## src/rtl/core_pkg.sv

```systemverilog
// Shared types and SRAM geometry for the corelet controller.
// Imported by the controller top and its output write port.
package core_pkg;

   typedef enum logic [2:0] {
      S_IDLE,
      S_LOAD_W,
      S_EXEC_A,
      S_DRAIN,
      S_DONE
   } state_e;

   localparam int unsigned I_ROWS = 108;
   localparam int unsigned I_DW   = 32;
   localparam int unsigned I_AW   = 7;
   localparam int unsigned O_ROWS = 16;
   localparam int unsigned O_DW   = 128;
   localparam int unsigned O_AW   = 4;
   localparam int unsigned O_CW   = 5;

   localparam logic EN_ON  = 1'b0;
   localparam logic EN_OFF = 1'b1;

endpackage

```

## src/rtl/o_wr_port.sv

```systemverilog
// Result capture: registers one array row per accepted valid
// and drives it into the output SRAM on the following cycle.
module o_wr_port
   import core_pkg::*;
#(
   parameter int unsigned O_LEN = 16
) (
   input  logic            clk,
   input  logic            reset,
   input  logic            clr_i,
   input  logic            en_i,
   input  logic            vld_i,
   input  logic [O_DW-1:0] data_i,
   output logic            full_o,
   output logic [O_DW-1:0] od_o,
   output logic [O_AW-1:0] oaddr_o,
   output logic            ocen_o,
   output logic            owen_o
);

   localparam logic [O_CW-1:0] LEN = O_CW'(O_LEN);

   logic [O_CW-1:0] cnt_q, cnt_d;
   logic [O_DW-1:0] od_q, od_d;
   logic [O_AW-1:0] addr_q, addr_d;
   logic            cen_q, cen_d;
   logic            take;

   assign take = en_i & vld_i & (cnt_q < LEN);

   // accept a row only while capture is enabled and rows remain
   always_comb begin
      cnt_d  = cnt_q;
      od_d   = od_q;
      addr_d = addr_q;
      cen_d  = EN_OFF;
      if (clr_i) begin
         cnt_d = '0;
      end else if (take) begin
         cnt_d  = cnt_q + 1'b1;
         od_d   = data_i;
         addr_d = cnt_q[O_AW-1:0];
         cen_d  = EN_ON;
      end
   end

   // capture registers; reset drops any pending write
   always_ff @(posedge clk or posedge reset) begin
      if (reset) begin
         cnt_q  <= '0;
         od_q   <= '0;
         addr_q <= '0;
         cen_q  <= EN_OFF;
      end else begin
         cnt_q  <= cnt_d;
         od_q   <= od_d;
         addr_q <= addr_d;
         cen_q  <= cen_d;
      end
   end

   assign full_o  = (cnt_q == LEN);
   assign od_o    = od_q;
   assign oaddr_o = addr_q;
   assign ocen_o  = cen_q;
   assign owen_o  = cen_q;

endmodule

```

## src/rtl/corelet_ctrl.sv

```systemverilog
// Sequencer for one systolic-array operation: weight reads,
// activation reads, then wait for all results to be written.
module corelet_ctrl
   import core_pkg::*;
#(
   parameter int unsigned W_BASE = 0,
   parameter int unsigned W_LEN  = 8,
   parameter int unsigned A_BASE = 8,
   parameter int unsigned A_LEN  = 16,
   parameter int unsigned O_LEN  = 16
) (
   input  logic            clk,
   input  logic            reset,
   input  logic            start,
   output logic            op_done,
   output logic [I_AW-1:0] I_ADDR,
   output logic            I_CEN,
   output logic            I_WEN,
   output logic            arr_load,
   output logic            arr_exec,
   input  logic            arr_out_valid,
   input  logic [O_DW-1:0] arr_out_data,
   output logic [O_DW-1:0] O_D,
   output logic [O_AW-1:0] O_ADDR,
   output logic            O_CEN,
   output logic            O_WEN
);

   localparam logic [I_AW-1:0] W_FIRST = I_AW'(W_BASE);
   localparam logic [I_AW-1:0] W_LAST  = I_AW'(W_BASE + W_LEN - 1);
   localparam logic [I_AW-1:0] A_FIRST = I_AW'(A_BASE);
   localparam logic [I_AW-1:0] A_LAST  = I_AW'(A_BASE + A_LEN - 1);

   state_e          state_q, state_d;
   logic [I_AW-1:0] rd_q, rd_d;
   logic            icen_q, ld_q, ex_q, done_q;
   logic            clr, busy, full;

   assign busy = (state_q == S_LOAD_W) | (state_q == S_EXEC_A)
               | (state_q == S_DRAIN);

   // next state and read counter
   always_comb begin
      state_d = state_q;
      rd_d    = rd_q;
      clr     = 1'b0;
      unique case (state_q)
         S_IDLE, S_DONE: begin
            if (start) begin
               state_d = S_LOAD_W;
               rd_d    = W_FIRST;
               clr     = 1'b1;
            end
         end
         S_LOAD_W: begin
            if (rd_q == W_LAST) begin
               state_d = S_EXEC_A;
               rd_d    = A_FIRST;
            end else begin
               rd_d = rd_q + 1'b1;
            end
         end
         S_EXEC_A: begin
            if (rd_q == A_LAST) state_d = S_DRAIN;
            else                rd_d    = rd_q + 1'b1;
         end
         S_DRAIN: begin
            if (full) state_d = S_DONE;
         end
         default: state_d = S_IDLE;
      endcase
   end

   // state, read counter and registered read-side outputs
   always_ff @(posedge clk or posedge reset) begin
      if (reset) begin
         state_q <= S_IDLE;
         rd_q    <= '0;
         icen_q  <= EN_OFF;
         ld_q    <= 1'b0;
         ex_q    <= 1'b0;
         done_q  <= 1'b0;
      end else begin
         state_q <= state_d;
         rd_q    <= rd_d;
         icen_q  <= ((state_d == S_LOAD_W) | (state_d == S_EXEC_A))
                    ? EN_ON : EN_OFF;
         ld_q    <= (state_q == S_LOAD_W);
         ex_q    <= (state_q == S_EXEC_A);
         done_q  <= (state_d == S_DONE);
      end
   end

   o_wr_port #(
      .O_LEN(O_LEN)
   ) u_wr (
      .clk    (clk),
      .reset  (reset),
      .clr_i  (clr),
      .en_i   (busy),
      .vld_i  (arr_out_valid),
      .data_i (arr_out_data),
      .full_o (full),
      .od_o   (O_D),
      .oaddr_o(O_ADDR),
      .ocen_o (O_CEN),
      .owen_o (O_WEN)
   );

   assign I_ADDR   = rd_q;
   assign I_CEN    = icen_q;
   assign I_WEN    = EN_OFF;
   assign arr_load = ld_q;
   assign arr_exec = ex_q;
   assign op_done  = done_q;

endmodule
```

## config.mk

```make
export PLATFORM = sky130hd
export DESIGN_NAME = corelet_ctrl
export DESIGN_NICKNAME = d
export VERILOG_FILES = /design/src/rtl/core_pkg.sv /design/src/rtl/o_wr_port.sv /design/src/rtl/corelet_ctrl.sv
export SDC_FILE = /design/constraint.sdc
export NUM_CORES = 1
export LEC_CHECK = 0
export BUFFER_PORTS_ARGS = -buffer_cell sky130_fd_sc_hd__buf_2
export CORE_UTILIZATION = 30
export CTS_CLUSTER_SIZE = 24
export DETAILED_ROUTE_END_ITERATION = 16
export GPL_TIMING_DRIVEN = 0
export HOLD_SLACK_MARGIN = 0.02
export SKIP_CTS_REPAIR_TIMING = 1
export SLEW_MARGIN = 0
export SYNTH_ARGS = -nofsm -noshare
export SYNTH_HDL_FRONTEND = slang
export SYNTH_HIERARCHICAL = 1
export SYNTH_SLANG_ARGS = --single-unit
```

## constraint.sdc

```tcl
create_clock -name clk -period 9.8 [get_ports clk]
set_input_delay 1.96 -clock clk [delete_from_list [all_inputs] [get_ports clk]]
set_output_delay 1.96 -clock clk [all_outputs]
set_load 0.1 [all_outputs]
```

Word level (Yosys, flattened, before mapping)
Index checks and enable logic that the tools add are counted.
Widths: inputs -> output; s select.
{ "op_classes": {"n_addsub": 2, "n_lt_le_gt_ge": 1, "eq_ne": 12, "mux": 16, "bitwise_logic": 6, "n_reduce_logical": 6} }
{ "ops": {"columns": ["cell", "count"], "rows": [
  ["$mux 7", 3],
  ["$pmux 7 s3", 1],
  ["$mux 3", 4],
  ["$pmux 3 s4", 1],
  ["$mux 5", 2],
  ["$eq 3x2->1 const B", 3],
  ["$add 7x1->7 const B", 1],
  ["$eq 7x3->1 const B", 1],
  ["$eq 7x5->1 const B", 1],
  ["$eq 3x1->1 const B", 2],
  ["$eq 3x3->1 const B", 2],
  ["$add 5x1->5 const B", 1],
  ["$eq 5x5->1 const B", 1],
  ["$lt 5x5->1 const B", 1],
  ["$mux 1", 5],
  ["$ne 2x2->1 const B", 2],
  ["$logic_not 3->1", 1],
  ["$or 1x1->1", 3],
  ["$reduce_and 3->1", 1],
  ["$reduce_bool 3->1", 1],
  ["$and 1x1->1", 2],
  ["$reduce_and 2->1", 1],
  ["$reduce_bool 2->1", 1],
  ["$reduce_or 2->1", 1],
  ["$not 1->1", 1]
]} }
{ "totals": {"reg_bits": 152, "in_bits": 132, "out_inout_bits": 146, "wordCells": 53} }

Depth between registers and ports, before layout
{ "logic_depth": {"word_depth": 7, "depth_mapped": 9, "ltp_nobuf": 7} }

Hierarchy
Netlist, hierarchy kept.
{ "modules_own_cells": {"columns": ["module", "n_inst", "cells_each", "area_per_inst_um2", "seq_area_each_um2"], "rows": [
  ["o_wr_port", 1, 311, 5281.3, 3454.6],
  ["corelet_ctrl", 1, 81, 835.8, 351.6]
]} }

Worst setup path after synthesis
OpenSTA, ideal clock, no wires.
{ "synth_path": {"path_type": "input -> register", "startpoint": "input port start", "endpoint": "register u_wr.od_q[0] (netlist: u_wr/od_o[0])", "setup_time_ns": 0.125, "arrival_ns": 3.098, "required_time_ns": 9.675, "slack_ns": 6.576, "cell_stages": 7, "n_path_buf": 3, "path_cell_list": "or3b_1 buf_6 clkinv_8 nor2_4 buf_6 clkbuf_8 mux2_2"} }
{ "synth_via": {"elab_chain_cells": 4} }
{ "synth_lines": {"columns": ["element", "line", "rtl"], "rows": [
  ["start: declaration", "corelet_ctrl.sv:14", "input logic start,"],
  ["$mux 1", "corelet_ctrl.sv:49", "if (start) begin"],
  ["$mux 1", "corelet_ctrl.sv:47", "unique case (state_q)"],
  ["named net clr", "corelet_ctrl.sv:37", "logic clr, busy, full;"],
  ["$not 1->1 (no source line)", null, null],
  ["$reduce_and 2->1 (no source line)", null, null],
  ["end signal: assignment", "o_wr_port.sv:51", "od_q <= '0;"],
  ["end signal: assignment", "o_wr_port.sv:56", "od_q <= od_d;"],
  ["end: declaration", "o_wr_port.sv:24", "logic [O_DW-1:0] od_q, od_d;"]
]} }
The timed path passes the listed nets, and every way through them passes these cells.
A chain may end at the register's enable or synchronous reset.

Final worst setup path
{ "layout_path": {"startpoint": "register u_wr.cen_q (netlist: u_wr/ocen_o)", "endpoint": "output port O_WEN"} }
{ "layout_lines": {"columns": ["element", "line", "rtl"], "rows": [
  ["start: declaration", "o_wr_port.sv:26", "logic cen_q, cen_d;"],
  ["start signal: assignment", "o_wr_port.sv:58", "cen_q <= cen_d;"],
  ["end: declaration", "corelet_ctrl.sv:26", "output logic O_WEN"]
]} }
No word-level cell between the ends.

==> reports/metrics.cfg <==
[sta]
drv_slew = 0
period_needed_ns = 3.39
tns_ns = 0
fin_crit_sh_pct = 34.6
max_freq_mhz = 295
report.final.hold_viol_count = 0
rsz0062_at_grt = false
clock-skew-final_ns = 0.00924
finalSetupViolCount = 0
worst_pin_slew_ns = 0.571
slew_headroom_pct = 61.9

[synth]
synthFlopType = dfrtp_1
syn_area_sq_mm = 0.00612
yosysSeqAreaShare_pct = 62.2
syn_avg_cell_area_sq_um = 15.6
synth-seq-cells = 152
synthArstFlopShare_pct = 100
yosys_warnings = 6
synth_edf_count = 0
synthDistinctLibCells = 53
syn_inst = 392
synthesis.nets = 527

[floorplanning]
fp.coreArea_sq_mm = 0.0197
die_area_sq_mm = 0.0210
io_pins = 278
rows = 51
die_y_microns = 145
die_w_microns = 145
initial_core_util_pct = 31.0

[place]
gp_congestion = 0.796
port-buffer-count = 276
place.detailed.hpwl_microns = 11100

[critical_path]
start_kind = flop
cp_data_required_time_ns = 7.84
critical_path.cell_chain = buf_4, buf_2
cp_max_fo = 2
arrival_ns = 1.43
end_kind = output pin
cp_slowest_cell = dfstp_2
crit_type = reg -> out
cpPeakStageDelay_ns = 0.52

[job]
drv_cap = 0

[layout]
final_nets = 823
multiInputGateArea_sq_mm = 0.00204
post-route-util_pct = 43.1
diodes = 0
final.fill_count = 1838
ff_latch_area_sq_mm = 0.00381
drive_gt1_share_pct = 67.2
syn_to_final_growth_pct = 38.9

[clock_network]
htreeDepth = 4
clkTransAtPathRegs_ns = 0.06
cts_root_buf = clkbuf_16
insertion_delay_ns = 0.41
tritoncts = done
cts_buffers = 17
cts_buffer_depth = 2
clock-sinks = 152

[route]
routedWlPerCell_microns = 15.2
drt_pass1_iterations = 4
drt_iter0_drc = 82
postRouteAntennaNets = 0
drcViolationCount = 0
vias = 4270
viasPerCell = 4.42
wl_microns = 14700

[global_route]
grt_remaining_overflow = 0
grt_first_pass_wirelength_microns = 22500
antenna_found_initial = 0
grt_max_degree = 82
grt_pass1_vias = 4404
track_usage_pct = 14.1

[min_path]
hold_class = reg -> reg

[run_status]
status = completed

[cell type report]
type                            count  area share [%]
Multi-Input combinational cell    210            24.0
Tap cell                          265            3.90
Buffer                             23            2.75
Sequential cell                   152            44.8
Clock inverter                     12            2.34
Timing Repair Buffer              277            16.6
Inverter                            7           0.515
Clock buffer                       20            5.14
[registers in the layout, indices dropped and copies added, names as in the netlist]
register	cells
arr_load	1
u_wr/ocen_o	1
I_ADDR	7
u_wr/cnt_q	5
state_q	3
u_wr/od_o	128
op_done	1
arr_exec	1
I_CEN	1
u_wr/oaddr_o	4
[Yosys cell counts, types with 2 or more instances]
master | n | share of area, %
dfrtp_1 | 150 | 61
mux2_2 | 130 | 24
buf_6 | 9 | 1.7
nand2_1 | 8 | 0.49
clkbuf_8 | 7 | 1.6
o21ai_0 | 7 | 0.57
nor2_1 | 6 | 0.37
inv_1 | 5 | 0.31
nand3_1 | 4 | 0.33
a21oi_1 | 3 | 0.25
ha_1 | 3 | 0.61
nand3b_1 | 3 | 0.37
nor3b_1 | 3 | 0.37
xor2_1 | 3 | 0.43
and3_1 | 2 | 0.20
buf_2 | 2 | 0.16
buf_4 | 2 | 0.25
clkbuf_1 | 2 | 0.12
dfstp_2 | 2 | 0.86
mux2i_1 | 2 | 0.33
nand4_1 | 2 | 0.20
nand4b_1 | 2 | 0.29
nor4_1 | 2 | 0.20
o2bb2ai_1 | 2 | 0.29
or3b_1 | 2 | 0.29
xnor2_1 | 2 | 0.29
[critical path: cells and delay by family, from the launching register on]
kind	cells	cell delay, ns
flops	1	0.52
buf+inv	2	0.50
[layer usage]
| layer | global-route usage, % | part of all wire [%] | up-vias |
|---|---|---|---|
| li1 | - | - | 1985 |
| met1 | 15.8 | 39 | 2113 |
| met2 | 24.9 | 52 | 165 |
| met3 | 4.64 | 7.6 | 7 |
| met4 | 5.21 | 0.94 | 0 |
| met5 | 0 | 0 | - |
[cell families (layout without fill, tap and decap cells)]
kind of cell / after synthesis / in the layout / synth area share (%)
other: 1 / 1 / 0.0613
adder cells (fa/ha/maj): 3 / 3 / 0.614
XOR/XNOR: 5 / 5 / 0.716
multiplexers: 133 / 133 / 24.5
flip-flops: 152 / 152 / 62.2
AO/OA/AOI/OAI: 24 / 24 / 2.80
AND/OR/NAND/NOR: 44 / 44 / 4.62
buffers and inverters: 30 / 339 / 4.46
[worst paths after layout]
check	from	endpoint	slack, ns	cells after the start
worst max-delay path	u_wr/ocen_o	O_WEN	6.41	2
worst min-delay path	u_wr/od_o[103]	u_wr/od_o[103]	0.50	1
worst max register to register	state_q[2]	u_wr/od_o[77]	7.49	8
worst min register to register	u_wr/od_o[103]	u_wr/od_o[103]	0.50	1
max in group asynchronous	reset	u_wr/od_o[10]	7.41	3
min in group asynchronous	reset	u_wr/od_o[124]	1.60	2
[metrics by stage]
stage / area (sq um) / std cells / hold slack, ns / setup WS, ns
floorplan: 6120 / 392 / 0.515 / 4.15
global placement: 7830 / 933 / 0.483 / 2.80
detailed placement: 7860 / 934 / 0.490 / 6.21
CTS: 8500 / 966 / 0.504 / 6.38
global route: 8500 / 966 / 0.509 / 6.36
finish: 8500 / 966 / 0.499 / 6.41
[cell usage in the layout (no fill, tap or decap), types with 3 or more instances in the layout]
| cell type | instances |
|---|---|
| nor2_1 | 6 |
| nor3b_1 | 3 |
| a21oi_1 | 3 |
| buf_6 | 9 |
| bufinv_16 | 5 |
| inv_1 | 4 |
| clkbuf_16 | 17 |
| buf_2 | 278 |
| mux2_2 | 130 |
| xor2_1 | 3 |
| nand2_1 | 8 |
| ha_1 | 3 |
| clkinv_2 | 3 |
| clkbuf_8 | 7 |
| nand3b_1 | 3 |
| o21ai_0 | 7 |
| clkbuf_1 | 5 |
| dfrtp_1 | 150 |
| nand3_1 | 4 |
Power is left out: the tool's default activity adds up to more than one toggle a clock period on the data nets, which glitch-free logic cannot reach.
